**config.mk**
```make
export PLATFORM = sky130hd
export DESIGN_NAME = eh2_lsu_ecc_scrub
export DESIGN_NICKNAME = d
export VERILOG_FILES = /design/src/rtl/eh2_pkg.sv /design/src/rtl/rvecc_encode.sv /design/src/rtl/eh2_lsu_ecc_scrub.sv
export SDC_FILE = /design/constraint.sdc
export NUM_CORES = 1
export LEC_CHECK = 0
export ABC_AREA = 0
export BUFFER_PORTS_ARGS = -buffer_cell sky130_fd_sc_hd__buf_4
export CORE_UTILIZATION = 30
export DETAILED_ROUTE_END_ITERATION = 6
export PLACE_DENSITY = 0.46
export SYNTH_ARGS = -nofsm -noshare
export SYNTH_HDL_FRONTEND = slang
export SYNTH_SLANG_ARGS = --single-unit
```
**constraint.sdc**
```tcl
create_clock -name clk -period 8.64 [get_ports clk]
set_input_delay 0.864 -clock clk [delete_from_list [all_inputs] [get_ports clk]]
set_output_delay 0.864 -clock clk [all_outputs]
set_load 0.03 [all_outputs]
```
**src/rtl/eh2_pkg.sv**
```systemverilog
// ----------------------------------------------------------------------------
// eh2_pkg
// Shared types and sizes for the EH2 LSU DCCM ECC scrub write-back engine.
//   DCCM_BITS        : DCCM byte-address width
//   DCCM_DATA_WIDTH  : data bits per DCCM word
//   DCCM_ECC_WIDTH   : SECDED check bits per word
//   DCCM_FDATA_WIDTH : full stored word width {ecc, data}
//   eh2_scrub_entry_t: one scrub queue entry {valid, word address, data}
//   eh2_scrub_state_t: scrub FSM states (IDLE, ARB, GAP)
// ----------------------------------------------------------------------------
package eh2_pkg;

    localparam int DCCM_BITS        = 16;
    localparam int DCCM_DATA_WIDTH  = 32;
    localparam int DCCM_ECC_WIDTH   = 7;
    localparam int DCCM_FDATA_WIDTH = DCCM_DATA_WIDTH + DCCM_ECC_WIDTH;

    typedef struct packed {
        logic                       valid;
        logic [DCCM_BITS-3:0]       waddr;
        logic [DCCM_DATA_WIDTH-1:0] data;
    } eh2_scrub_entry_t;

    typedef enum logic [1:0] {
        IDLE = 2'b00,
        ARB  = 2'b01,
        GAP  = 2'b10
    } eh2_scrub_state_t;

endpackage

```
**src/rtl/rvecc_encode.sv**
```systemverilog
// ----------------------------------------------------------------------------
// rvecc_encode
// EH2 SECDED(39,32) check-bit generator.
//   din     in  32  data word
//   ecc_out out  7  check bits; [5:0] Hamming syndrome bits, [6] overall parity
// ----------------------------------------------------------------------------
module rvecc_encode (
    input  logic [31:0] din,
    output logic [6:0]  ecc_out
);

    // Data bit d sits at Hamming position p (1-based, powers of two skipped);
    // check bit k covers every data bit whose position has bit k set.
    function automatic logic [6:0] secded_gen(input logic [31:0] d);
        logic [6:0] e;
        e[0] = d[0]^d[1]^d[3]^d[4]^d[6]^d[8]^d[10]^d[11]^d[13]^d[15]^d[17]^d[19]^d[21]^d[23]^d[25]^d[26]^d[28]^d[30];
        e[1] = d[0]^d[2]^d[3]^d[5]^d[6]^d[9]^d[10]^d[12]^d[13]^d[16]^d[17]^d[20]^d[21]^d[24]^d[25]^d[27]^d[28]^d[31];
        e[2] = d[1]^d[2]^d[3]^d[7]^d[8]^d[9]^d[10]^d[14]^d[15]^d[16]^d[17]^d[22]^d[23]^d[24]^d[25]^d[29]^d[30]^d[31];
        e[3] = d[4]^d[5]^d[6]^d[7]^d[8]^d[9]^d[10]^d[18]^d[19]^d[20]^d[21]^d[22]^d[23]^d[24]^d[25];
        e[4] = d[11]^d[12]^d[13]^d[14]^d[15]^d[16]^d[17]^d[18]^d[19]^d[20]^d[21]^d[22]^d[23]^d[24]^d[25];
        e[5] = d[26]^d[27]^d[28]^d[29]^d[30]^d[31];
        // Overall parity spans data and the six syndrome bits (double-error detect).
        e[6] = (^d) ^ (^e[5:0]);
        return e;
    endfunction

    assign ecc_out = secded_gen(din);

endmodule

```
**src/rtl/eh2_lsu_ecc_scrub.sv**
```systemverilog
// ----------------------------------------------------------------------------
// eh2_lsu_ecc_scrub
// DCCM ECC scrub write-back engine. Queues single-bit-error reports from the
// load pipe and writes the corrected word, re-encoded with SECDED, back into
// DCCM in cycles where the DCCM write port is idle.
//
// Build option: RV_ECC_SCRUB_COUNT_EN -- when defined, scrub_wb_count counts
// completed write-backs (saturating); otherwise it is tied to zero.
//
// Ports:
//   clk, rst_l                 clock, asynchronous active-low reset
//   err_valid/err_addr/err_data  single-error report (pulse, byte addr, data)
//   st_snoop_valid/st_snoop_addr store/DMA write to DCCM this cycle
//   dccm_idle                  same-cycle grant of the DCCM write port
//   dec_tlu_core_ecc_disable   flush queue and ignore reports
//   scrub_wren/scrub_wr_addr/scrub_wr_data  DCCM write (word addr, {ecc,data})
//   scrub_busy                 queue nonempty or FSM not IDLE
//   err_drop                   registered pulse: a report was lost (queue full)
//   scrub_wb_count             completed write-backs, saturating
// Data/address widths come from eh2_pkg.
// ----------------------------------------------------------------------------
module eh2_lsu_ecc_scrub
    import eh2_pkg::*;
#(
    parameter int QDEPTH = 4
) (
    input  logic                        clk,
    input  logic                        rst_l,
    input  logic                        err_valid,
    input  logic [DCCM_BITS-1:0]        err_addr,
    input  logic [DCCM_DATA_WIDTH-1:0]  err_data,
    input  logic                        st_snoop_valid,
    input  logic [DCCM_BITS-1:0]        st_snoop_addr,
    input  logic                        dccm_idle,
    input  logic                        dec_tlu_core_ecc_disable,
    output logic                        scrub_wren,
    output logic [DCCM_BITS-1:0]        scrub_wr_addr,
    output logic [DCCM_FDATA_WIDTH-1:0] scrub_wr_data,
    output logic                        scrub_busy,
    output logic                        err_drop,
    output logic [15:0]                 scrub_wb_count
);

    localparam int PW = $clog2(QDEPTH);
    localparam int CW = PW + 1;
    localparam int AW = DCCM_BITS - 2;

    eh2_scrub_entry_t            queue_r [QDEPTH];
    logic [PW-1:0]               head_r;
    logic [PW-1:0]               tail_r;
    logic [CW-1:0]               cnt_r;
    logic [CW-1:0]               cnt_nxt_s;
    eh2_scrub_state_t            state_r;
    eh2_scrub_state_t            state_nxt_s;
    logic                        err_drop_r;

    eh2_scrub_entry_t            head_s;
    logic [AW-1:0]               err_waddr_s;
    logic [AW-1:0]               snp_waddr_s;
    logic                        head_snoop_s;
    logic                        grant_s;
    logic                        scrub_wren_s;
    logic                        pop_s;
    logic                        push_req_s;
    logic                        snoop_kill_s;
    logic                        coalesce_s;
    logic                        full_s;
    logic                        alloc_s;
    logic                        drop_s;
    logic [QDEPTH-1:0]           coal_hit_s;
    logic [QDEPTH-1:0]           snoop_hit_s;
    logic [DCCM_ECC_WIDTH-1:0]   ecc_s;
    logic                        unused_addr_lsb_s;

    // Byte-offset bits never matter: everything is tracked per word.
    assign unused_addr_lsb_s = ^{err_addr[1:0], st_snoop_addr[1:0]};

    assign err_waddr_s  = err_addr[DCCM_BITS-1:2];
    assign snp_waddr_s  = st_snoop_addr[DCCM_BITS-1:2];
    assign head_s       = queue_r[head_r];
    assign full_s       = (cnt_r == CW'(QDEPTH));
    assign head_snoop_s = st_snoop_valid & head_s.valid & (head_s.waddr == snp_waddr_s);

    // A granted head whose word is overwritten by a store this cycle is
    // popped without writing: the store data is newer than the scrub data.
    assign grant_s      = (state_r == ARB) & ~dec_tlu_core_ecc_disable & head_s.valid & dccm_idle;
    assign scrub_wren_s = grant_s & ~head_snoop_s;
    assign pop_s        = (state_r == ARB) & ~dec_tlu_core_ecc_disable & (cnt_r != {CW{1'b0}})
                        & (~head_s.valid | dccm_idle);

    assign push_req_s   = err_valid & ~dec_tlu_core_ecc_disable;
    assign snoop_kill_s = st_snoop_valid & (snp_waddr_s == err_waddr_s);

    // Per-entry coalesce and snoop matches; the head being written this cycle
    // is excluded from coalescing since its data is already leaving.
    always_comb begin
        coal_hit_s  = {QDEPTH{1'b0}};
        snoop_hit_s = {QDEPTH{1'b0}};
        for (int i = 0; i < QDEPTH; i++) begin
            if (queue_r[i].valid && (queue_r[i].waddr == err_waddr_s) &&
                !(grant_s && (PW'(i) == head_r))) begin
                coal_hit_s[i] = 1'b1;
            end else begin
                coal_hit_s[i] = 1'b0;
            end
            if (st_snoop_valid && queue_r[i].valid && (queue_r[i].waddr == snp_waddr_s)) begin
                snoop_hit_s[i] = 1'b1;
            end else begin
                snoop_hit_s[i] = 1'b0;
            end
        end
    end

    assign coalesce_s = |coal_hit_s;
    // A pop on the same edge frees a slot, so a full queue still accepts.
    assign alloc_s    = push_req_s & ~snoop_kill_s & ~coalesce_s & (~full_s | pop_s);
    assign drop_s     = push_req_s & ~snoop_kill_s & ~coalesce_s & full_s & ~pop_s;
    assign cnt_nxt_s  = cnt_r + {{(CW-1){1'b0}}, alloc_s} - {{(CW-1){1'b0}}, pop_s};

    // Queue storage, pointers and occupancy.
    always_ff @(posedge clk or negedge rst_l) begin
        if (!rst_l) begin
            for (int i = 0; i < QDEPTH; i++) begin
                queue_r[i] <= '0;
            end
            head_r <= {PW{1'b0}};
            tail_r <= {PW{1'b0}};
            cnt_r  <= {CW{1'b0}};
        end else if (dec_tlu_core_ecc_disable) begin
            for (int i = 0; i < QDEPTH; i++) begin
                queue_r[i].valid <= 1'b0;
            end
            head_r <= {PW{1'b0}};
            tail_r <= {PW{1'b0}};
            cnt_r  <= {CW{1'b0}};
        end else begin
            for (int i = 0; i < QDEPTH; i++) begin
                if (snoop_hit_s[i]) begin
                    queue_r[i].valid <= 1'b0;
                end
                if (coal_hit_s[i] && !snoop_kill_s) begin
                    queue_r[i].data <= err_data;
                end
            end
            if (pop_s) begin
                queue_r[head_r].valid <= 1'b0;
                head_r <= head_r + PW'(1);
            end
            // Allocation comes last so a full-and-pop push into the slot
            // just vacated by the head wins over the pop's valid clear.
            if (alloc_s) begin
                queue_r[tail_r] <= '{valid: 1'b1, waddr: err_waddr_s, data: err_data};
                tail_r <= tail_r + PW'(1);
            end
            cnt_r <= cnt_nxt_s;
        end
    end

    // FSM state register.
    always_ff @(posedge clk or negedge rst_l) begin
        if (!rst_l) begin
            state_r <= IDLE;
        end else begin
            state_r <= state_nxt_s;
        end
    end

    // FSM next-state logic.
    always_comb begin
        state_nxt_s = state_r;
        if (dec_tlu_core_ecc_disable) begin
            state_nxt_s = IDLE;
        end else begin
            case (state_r)
                IDLE: begin
                    if (cnt_r != {CW{1'b0}}) begin
                        state_nxt_s = ARB;
                    end else begin
                        state_nxt_s = IDLE;
                    end
                end
                ARB: begin
                    if (cnt_r == {CW{1'b0}}) begin
                        state_nxt_s = IDLE;
                    end else if (head_s.valid && dccm_idle) begin
                        state_nxt_s = GAP;
                    end else if (!head_s.valid) begin
                        if (cnt_nxt_s == {CW{1'b0}}) begin
                            state_nxt_s = IDLE;
                        end else begin
                            state_nxt_s = ARB;
                        end
                    end else begin
                        state_nxt_s = ARB;
                    end
                end
                GAP: begin
                    if (cnt_r != {CW{1'b0}}) begin
                        state_nxt_s = ARB;
                    end else begin
                        state_nxt_s = IDLE;
                    end
                end
                default: begin
                    state_nxt_s = IDLE;
                end
            endcase
        end
    end

    // Dropped-report pulse, one cycle after the lost report.
    always_ff @(posedge clk or negedge rst_l) begin
        if (!rst_l) begin
            err_drop_r <= 1'b0;
        end else begin
            err_drop_r <= drop_s;
        end
    end

    rvecc_encode u_ecc (
        .din     (head_s.data),
        .ecc_out (ecc_s)
    );

    // Write port: address/data held at zero when no write is issued.
    always_comb begin
        if (scrub_wren_s) begin
            scrub_wr_addr = {head_s.waddr, 2'b00};
            scrub_wr_data = {ecc_s, head_s.data};
        end else begin
            scrub_wr_addr = {DCCM_BITS{1'b0}};
            scrub_wr_data = {DCCM_FDATA_WIDTH{1'b0}};
        end
    end

    assign scrub_wren = scrub_wren_s;
    assign scrub_busy = (cnt_r != {CW{1'b0}}) | (state_r != IDLE);
    assign err_drop   = err_drop_r;

`ifdef RV_ECC_SCRUB_COUNT_EN
    logic [15:0] wb_count_r;

    // Saturating count of issued write-backs.
    always_ff @(posedge clk or negedge rst_l) begin
        if (!rst_l) begin
            wb_count_r <= 16'h0000;
        end else if (scrub_wren_s && (wb_count_r != 16'hFFFF)) begin
            wb_count_r <= wb_count_r + 16'h0001;
        end else begin
            wb_count_r <= wb_count_r;
        end
    end

    assign scrub_wb_count = wb_count_r;
`else
    assign scrub_wb_count = 16'h0000;
`endif

endmodule

```
======== After elaboration in Yosys (flattened, before gate mapping) ========
Index checks and enable logic that the tools add are counted.
cells by class
  $add $sub $neg .......................... 4
  order comparisons ....................... 4
  equality and inequality tests ........... 16
  multiplexer cells ....................... 54
  bitwise operators ....................... 112
  reductions and logical operators ........ 44
operator list
  operator                                                              number
  188-bit 2-to-1 mux                                                    3
  188-bit bitwise mux                                                   2
  32-bit 2-to-1 mux                                                     8
  47-bit demux with 2-bit select                                        2
  47-bit 2-to-1 mux                                                     4
  14-bit equality test                                                  10
  47-bit binary-select mux with 2-bit select                            1
  1-bit bitwise XOR                                                     85
  39-bit 2-to-1 mux                                                     1
  32-bit XOR reduction                                                  1
  1-bit logical AND                                                     27
  1-bit 2-to-1 mux                                                      22
  16-bit 2-to-1 mux                                                     1
  2-bit 2-to-1 mux                                                      8
  1-bit bitwise AND                                                     15
  1-bit NOT                                                             7
  3-bit >= comparator, second input constant                            2
  3-bit zero test                                                       2
  3-bit by 1-bit < comparator with 1-bit output, second input constant  2
  2-bit NOT with 3-bit output                                           2
  2-bit nonzero test                                                    3
  6-bit XOR reduction                                                   1
  1-bit zero test                                                       5
  2-bit by 1-bit adder with 2-bit output, second input constant         2
  14 further kinds                                                      18
word-level totals
  bits in registers ....................... 198
  output and inout port bits .............. 74

======== Depth between registers and ports, before layout ========
  depth after elaboration ................. 24
  mapped depth ............................ 22
  depth with buffers taken out ............ 16

======== By module ========
From an unflattened synthesis, not the netlist that was laid out.
unflattened totals
  cells, all modules ...................... 1508
  area, all modules ....................... 14300.0 um2
by module, submodules not included
  module             times used  cells an instance  area each (um2)  seq. area each (um2)
  eh2_lsu_ecc_scrub  1           1452               13674.4          4954.8
  rvecc_encode       1           56                 625.6            0.0

======== Least setup slack after synthesis ========
No wires, ideal clock.
  path type ............................... input-to-reg
  from .................................... in err_addr[6]
  to ...................................... reg state_r[0]
  setup time .............................. 0.152 ns
  arrival ................................. 3.930 ns
  data required time ...................... 8.488 ns
  path slack .............................. 4.558 ns
  stages .................................. 18
  buffers on the path ..................... 2
  cell sequence ........................... clkbuf_1 xnor2_1 nand4_1 or4_1 o2bb2ai_1 nor4b_4 buf_6 inv_1 ha_1 inv_1 ha_1 inv_1 fa_1 xor2_1 xnor2_1 nand3b_1 o21ai_0 a211oi_1
on the way
  longest elaborated chain between the ends .. 17
ends and longest elaborated chain
  what                                           line                      source
  start: declaration                             eh2_lsu_ecc_scrub.sv:30   input logic [DCCM_BITS-1:0] err_addr,
  14-bit equality test                           eh2_lsu_ecc_scrub.sv:100  if (queue_r[i].valid && (queue_r[i].waddr == err_waddr_s) &&
  1-bit logical AND (2 in a row)                 eh2_lsu_ecc_scrub.sv:100
  1-bit 2-to-1 mux                               eh2_lsu_ecc_scrub.sv:100
  4-bit OR reduction                             eh2_lsu_ecc_scrub.sv:114  assign coalesce_s = |coal_hit_s;
  1-bit NOT                                      eh2_lsu_ecc_scrub.sv:116  assign alloc_s = push_req_s & ~snoop_kill_s & ~coalesce_s & (~full_s | pop_s);
  1-bit bitwise AND * (2 in a row)               eh2_lsu_ecc_scrub.sv:116
  3-bit by 1-bit adder with 3-bit output *       eh2_lsu_ecc_scrub.sv:118  assign cnt_nxt_s = cnt_r + {{(CW-1){1'b0}}, alloc_s} - {{(CW-1){1'b0}}, pop_s};
  3-bit by 1-bit subtractor with 3-bit output *  eh2_lsu_ecc_scrub.sv:118
  3-bit zero test *                              eh2_lsu_ecc_scrub.sv:188  if (cnt_nxt_s == {CW{1'b0}}) begin
  1-bit 2-to-1 mux *                             eh2_lsu_ecc_scrub.sv:188
  2-bit 2-to-1 mux *                             eh2_lsu_ecc_scrub.sv:187  end else if (!head_s.valid) begin
  2-bit 2-to-1 mux *                             eh2_lsu_ecc_scrub.sv:185  end else if (head_s.valid && dccm_idle) begin
  2-bit 2-to-1 mux *                             eh2_lsu_ecc_scrub.sv:183  if (cnt_r == {CW{1'b0}}) begin
  2-bit one-hot mux with 2 select lines *        eh2_lsu_ecc_scrub.sv:174  case (state_r)
  2-bit 2-to-1 mux *                             eh2_lsu_ecc_scrub.sv:171  if (dec_tlu_core_ecc_disable) begin
  net state_nxt_s[0]                             eh2_lsu_ecc_scrub.sv:54   eh2_scrub_state_t state_nxt_s;
  end signal: assignment                         eh2_lsu_ecc_scrub.sv:164  state_r <= state_nxt_s;
  end: declaration                               eh2_lsu_ecc_scrub.sv:53   eh2_scrub_state_t state_r;
The timed path passes the listed nets; every way through them passes the cells marked *.
A chain may end at the register's enable or synchronous reset.

======== Worst setup path in the final report ========
  from .................................... reg head_r[1]
  to ...................................... out scrub_wr_data[38]
on the way
  longest elaborated chain between the ends .. 24
ends and longest elaborated chain
  what                                                       line                                                        source
  start: declaration                                         eh2_lsu_ecc_scrub.sv:49                                     logic [PW-1:0] head_r;
  start signal: assignment                                   eh2_lsu_ecc_scrub.sv:126                                    head_r <= {PW{1'b0}};
  start signal: assignment                                   eh2_lsu_ecc_scrub.sv:133                                    head_r <= {PW{1'b0}};
  start signal: assignment                                   eh2_lsu_ecc_scrub.sv:147                                    head_r <= head_r + PW'(1);
  2-bit NOT with 3-bit output (not written as such) *        eh2_lsu_ecc_scrub.sv:80                                     assign head_s = queue_r[head_r];
  47-bit binary-select mux with 2-bit select *               eh2_lsu_ecc_scrub.sv:80
  47-bit 2-to-1 mux (not written as such) * (2 in a row)     eh2_lsu_ecc_scrub.sv:80
  1-bit bitwise XOR, on equally long branches (17 in a row)  rvecc_encode.sv:16, rvecc_encode.sv:17, rvecc_encode.sv:18
  6-bit XOR reduction                                        rvecc_encode.sv:23                                          e[6] = (^d) ^ (^e[5:0]);
  1-bit bitwise XOR                                          rvecc_encode.sv:23
  39-bit 2-to-1 mux *                                        eh2_lsu_ecc_scrub.sv:227                                    if (scrub_wren_s) begin
  end: declaration                                           eh2_lsu_ecc_scrub.sv:38                                     output logic [DCCM_FDATA_WIDTH-1:0] scrub_wr_data,
Mark *: on every way between the ends. The rest lies on a longest branch, timed or not. The select of a mux whose other input is x is not followed.

==> flow_summary.ini <==
[clocking]
path_clk_slew_ns = 0.08
cts.sinks = 198
cts-root-buf = clkbuf_16
cts_tree = done
post_cts_buffers = 0
hold_buffers = 0
clk_latency_ns = 0.46
cts_inserted_buffers = 17
cts_resized = 0
htreeDepth = 4
clock_path_buffers = 2

[layout]
antenna_cells = 0
post-route-util = 0.3507
syn2layout_area_growth_pct = 14.80
nFillCells = 3887
nets = 1057
fin_area_mm2 = 0.01362
layout-drive-gt1-share = 0.3589
final_cell_count_no_fill = 1507

[worst_setup_path]
crit_family = XOR/XNOR gates
cpPeakStageDelay_ns = 0.74
crit_buf_inv = 2
end_kind = primary output
crit_arrival_ns = 4.70
crit_fanout = 39
crit_chain = buf_4, mux4_1, xnor2_1, xnor3_1, xnor3_2, xnor3_1, xnor2_1, and2_1, buf_4
start_kind = flop
critical_path_class = reg2out
crit_cells = 9
crit_slowest_cell = mux4_1
worstRegToRegCells = 16
crit_required_ns = 7.78
ff2ff_setup_slack_ns = 4.00

[global_routing]
grt_util_met3 = 0.03539
grt_overflow = 0
busiest_layer = met2
grt_max_degree = 87
met1_usage = 0.2262
grt_first_pass_wirelength_mm = 50.20
use_met2 = 0.2737
antenna_found_initial = 1
grt_use_total = 0.1684
first_global_vias = 7750

[logic_synthesis]
ys_ff_latch = 198
ys_warn_count = 0
synthCells = 889
synth_edf_count = 0
avgSynthCellArea_um2 = 13.34
synth_area_mm2 = 0.01186
synth_cell_types = 47
ys.flop_type = dfrtp_1
ys_async_sr_fraction = 1.000
yosysSeqAreaShare = 0.4178

[die]
die_h_um = 200.8
rows = 72
start_util = 0.3055
io-pin-count = 144
fp.coreArea_mm2 = 0.03883
chipWidth_um = 200.8
dieArea_mm2 = 0.04033

[drt]
viasPerCell = 4.776
route.vias.total = 7198
first_pass_iters = 5
postRouteAntennaNets = 0
routed_wl_mm = 32.60
wl_per_cell_um = 21.63
drcViolationCount = 0
drt_iter0_markers = 342

[timing]
rsz0062_at_grt = no
fmax_mhz = 179.9
post-route-min-period_ns = 5.559
tightest_slew_ns = 1.028
finalMaxSlewViolations = 0
tns_ns = 0
hold_violations = 0
maxSlewHeadroom = 0.3119
period_share = 0.6434
finClkSkew_ns = 0.02008
setup_viol = 0

[power]
power_uw = 4427
leakage_uw = 0.005852
peakVddDrop_mv = 0.2498
p_per_area_mw_per_mm2 = 325.2

[placed_design]
place_congestion = 0.8698
numPortBuffers = 121
place_area_mm2 = 0.01303
dp_hpwl_mm = 22.54
placed_cells = 1475

[hold_path]
hold_class = in2async

[run_status]
status = completed

[flow_run]
maxCapViolations = 0
## synth_stat cells, drive strengths merged (2+ instances only)
cell,number,area (µm²)
a22oi,4,76.32
and2,56,351.6
buf,45,414.1
clkbuf,34,127.6
dfrtp,198,4955
ha,10,125.1
inv,7,26.28
mux2,184,2072
mux2i,2,20.02
mux4,47,1122
nand2,15,66.31
nand3,9,45.04
nand3b,2,15.01
nand4,28,175.2
nand4b,4,35.03
nor2,11,41.29
nor2b,4,25.02
nor3,3,26.28
nor4,6,37.54
or4,7,52.55
xnor2,166,1484
xnor3,9,207.7
xor2,26,235.2
## routing by layer
layer | wire length, µm | vias up
met4 | 437 | 2
met1 | 15390 | 3793
li1 | - | 3277
met3 | 1157 | 20
met2 | 15590 | 106
met5 | 17 | -
## worst paths after layout
check	to	startpoint
max in group asynchronous	head_r[1]	rst_l
worst max register to register	state_r[0]	head_r[1]
min in group clk	queue_r[60]	queue_r[60]
worst min-delay path	queue_r[137]	rst_l
worst max-delay path	scrub_wr_data[38]	head_r[1]
worst min register to register	queue_r[60]	queue_r[60]
## cells in the final DEF (no fill, tap or decap), types with 5 or more instances in the layout
master     instances
nand2_1           11
nand4_1           28
nor4_1             6
xnor2_1          162
mux2_2           139
ha_1              10
and2_1            55
mux2_1            45
xor2_1            25
dfrtp_1          196
nand3_1            9
or4_1              7
conb_1            18
mux4_1            17
buf_4            129
clkbuf_16         17
xnor3_1            5
mux4_2            30
inv_1              7
nor2_1            11
## metrics by stage
step                hold slack (ns)  setup slack (ns)
detailed placement           0.4735             3.514
global placement             0.4691             3.541
finish                       0.4757             3.081
floorplan                    0.4555             4.558
CTS                          0.4907             2.989
global route                 0.5047             2.879
## kinds of logic (layout without fill, tap and decap cells)
kind of cell | count (synthesis) | after routing | share of synthesized area
AOI/OAI and AO/OA | 10 | 10 | 0.01066
muxes | 233 | 233 | 0.2710
adders and majority gates | 11 | 11 | 0.01224
and+or+nand+nor | 149 | 149 | 0.07765
xor gates and xnor gates | 201 | 201 | 0.1625
DFF | 198 | 198 | 0.4178
other | 1 | 18 | 0.0003162
buffers and inverters | 86 | 169 | 0.04789
## sequential cells by signal, indices dropped and copies added (netlist names)
register  cells
head_r        2
queue_r     188
tail_r        2
err_drop      1
state_r       2
cnt_r         3
## final cells by class
class,instances,area [µm²],share of cell area
clock buffer,17,425.4,0.03124
clock inverter,15,163.9,0.01204
inverter,7,26.28,0.001930
multi-input combinational,622,6412,0.4710
sequential,198,4957,0.3641
tap,518,648.1,0.04760
timing repair buffer,130,982.2,0.07214
## power by group
| part | internal [µW] | switching, µW |
|---|---|---|
| logic | 1240 | 905 |
| clock network | 411 | 412 |
| registers | 1220 | 236 |
Note: power is estimated with default switching activity, not from simulation.
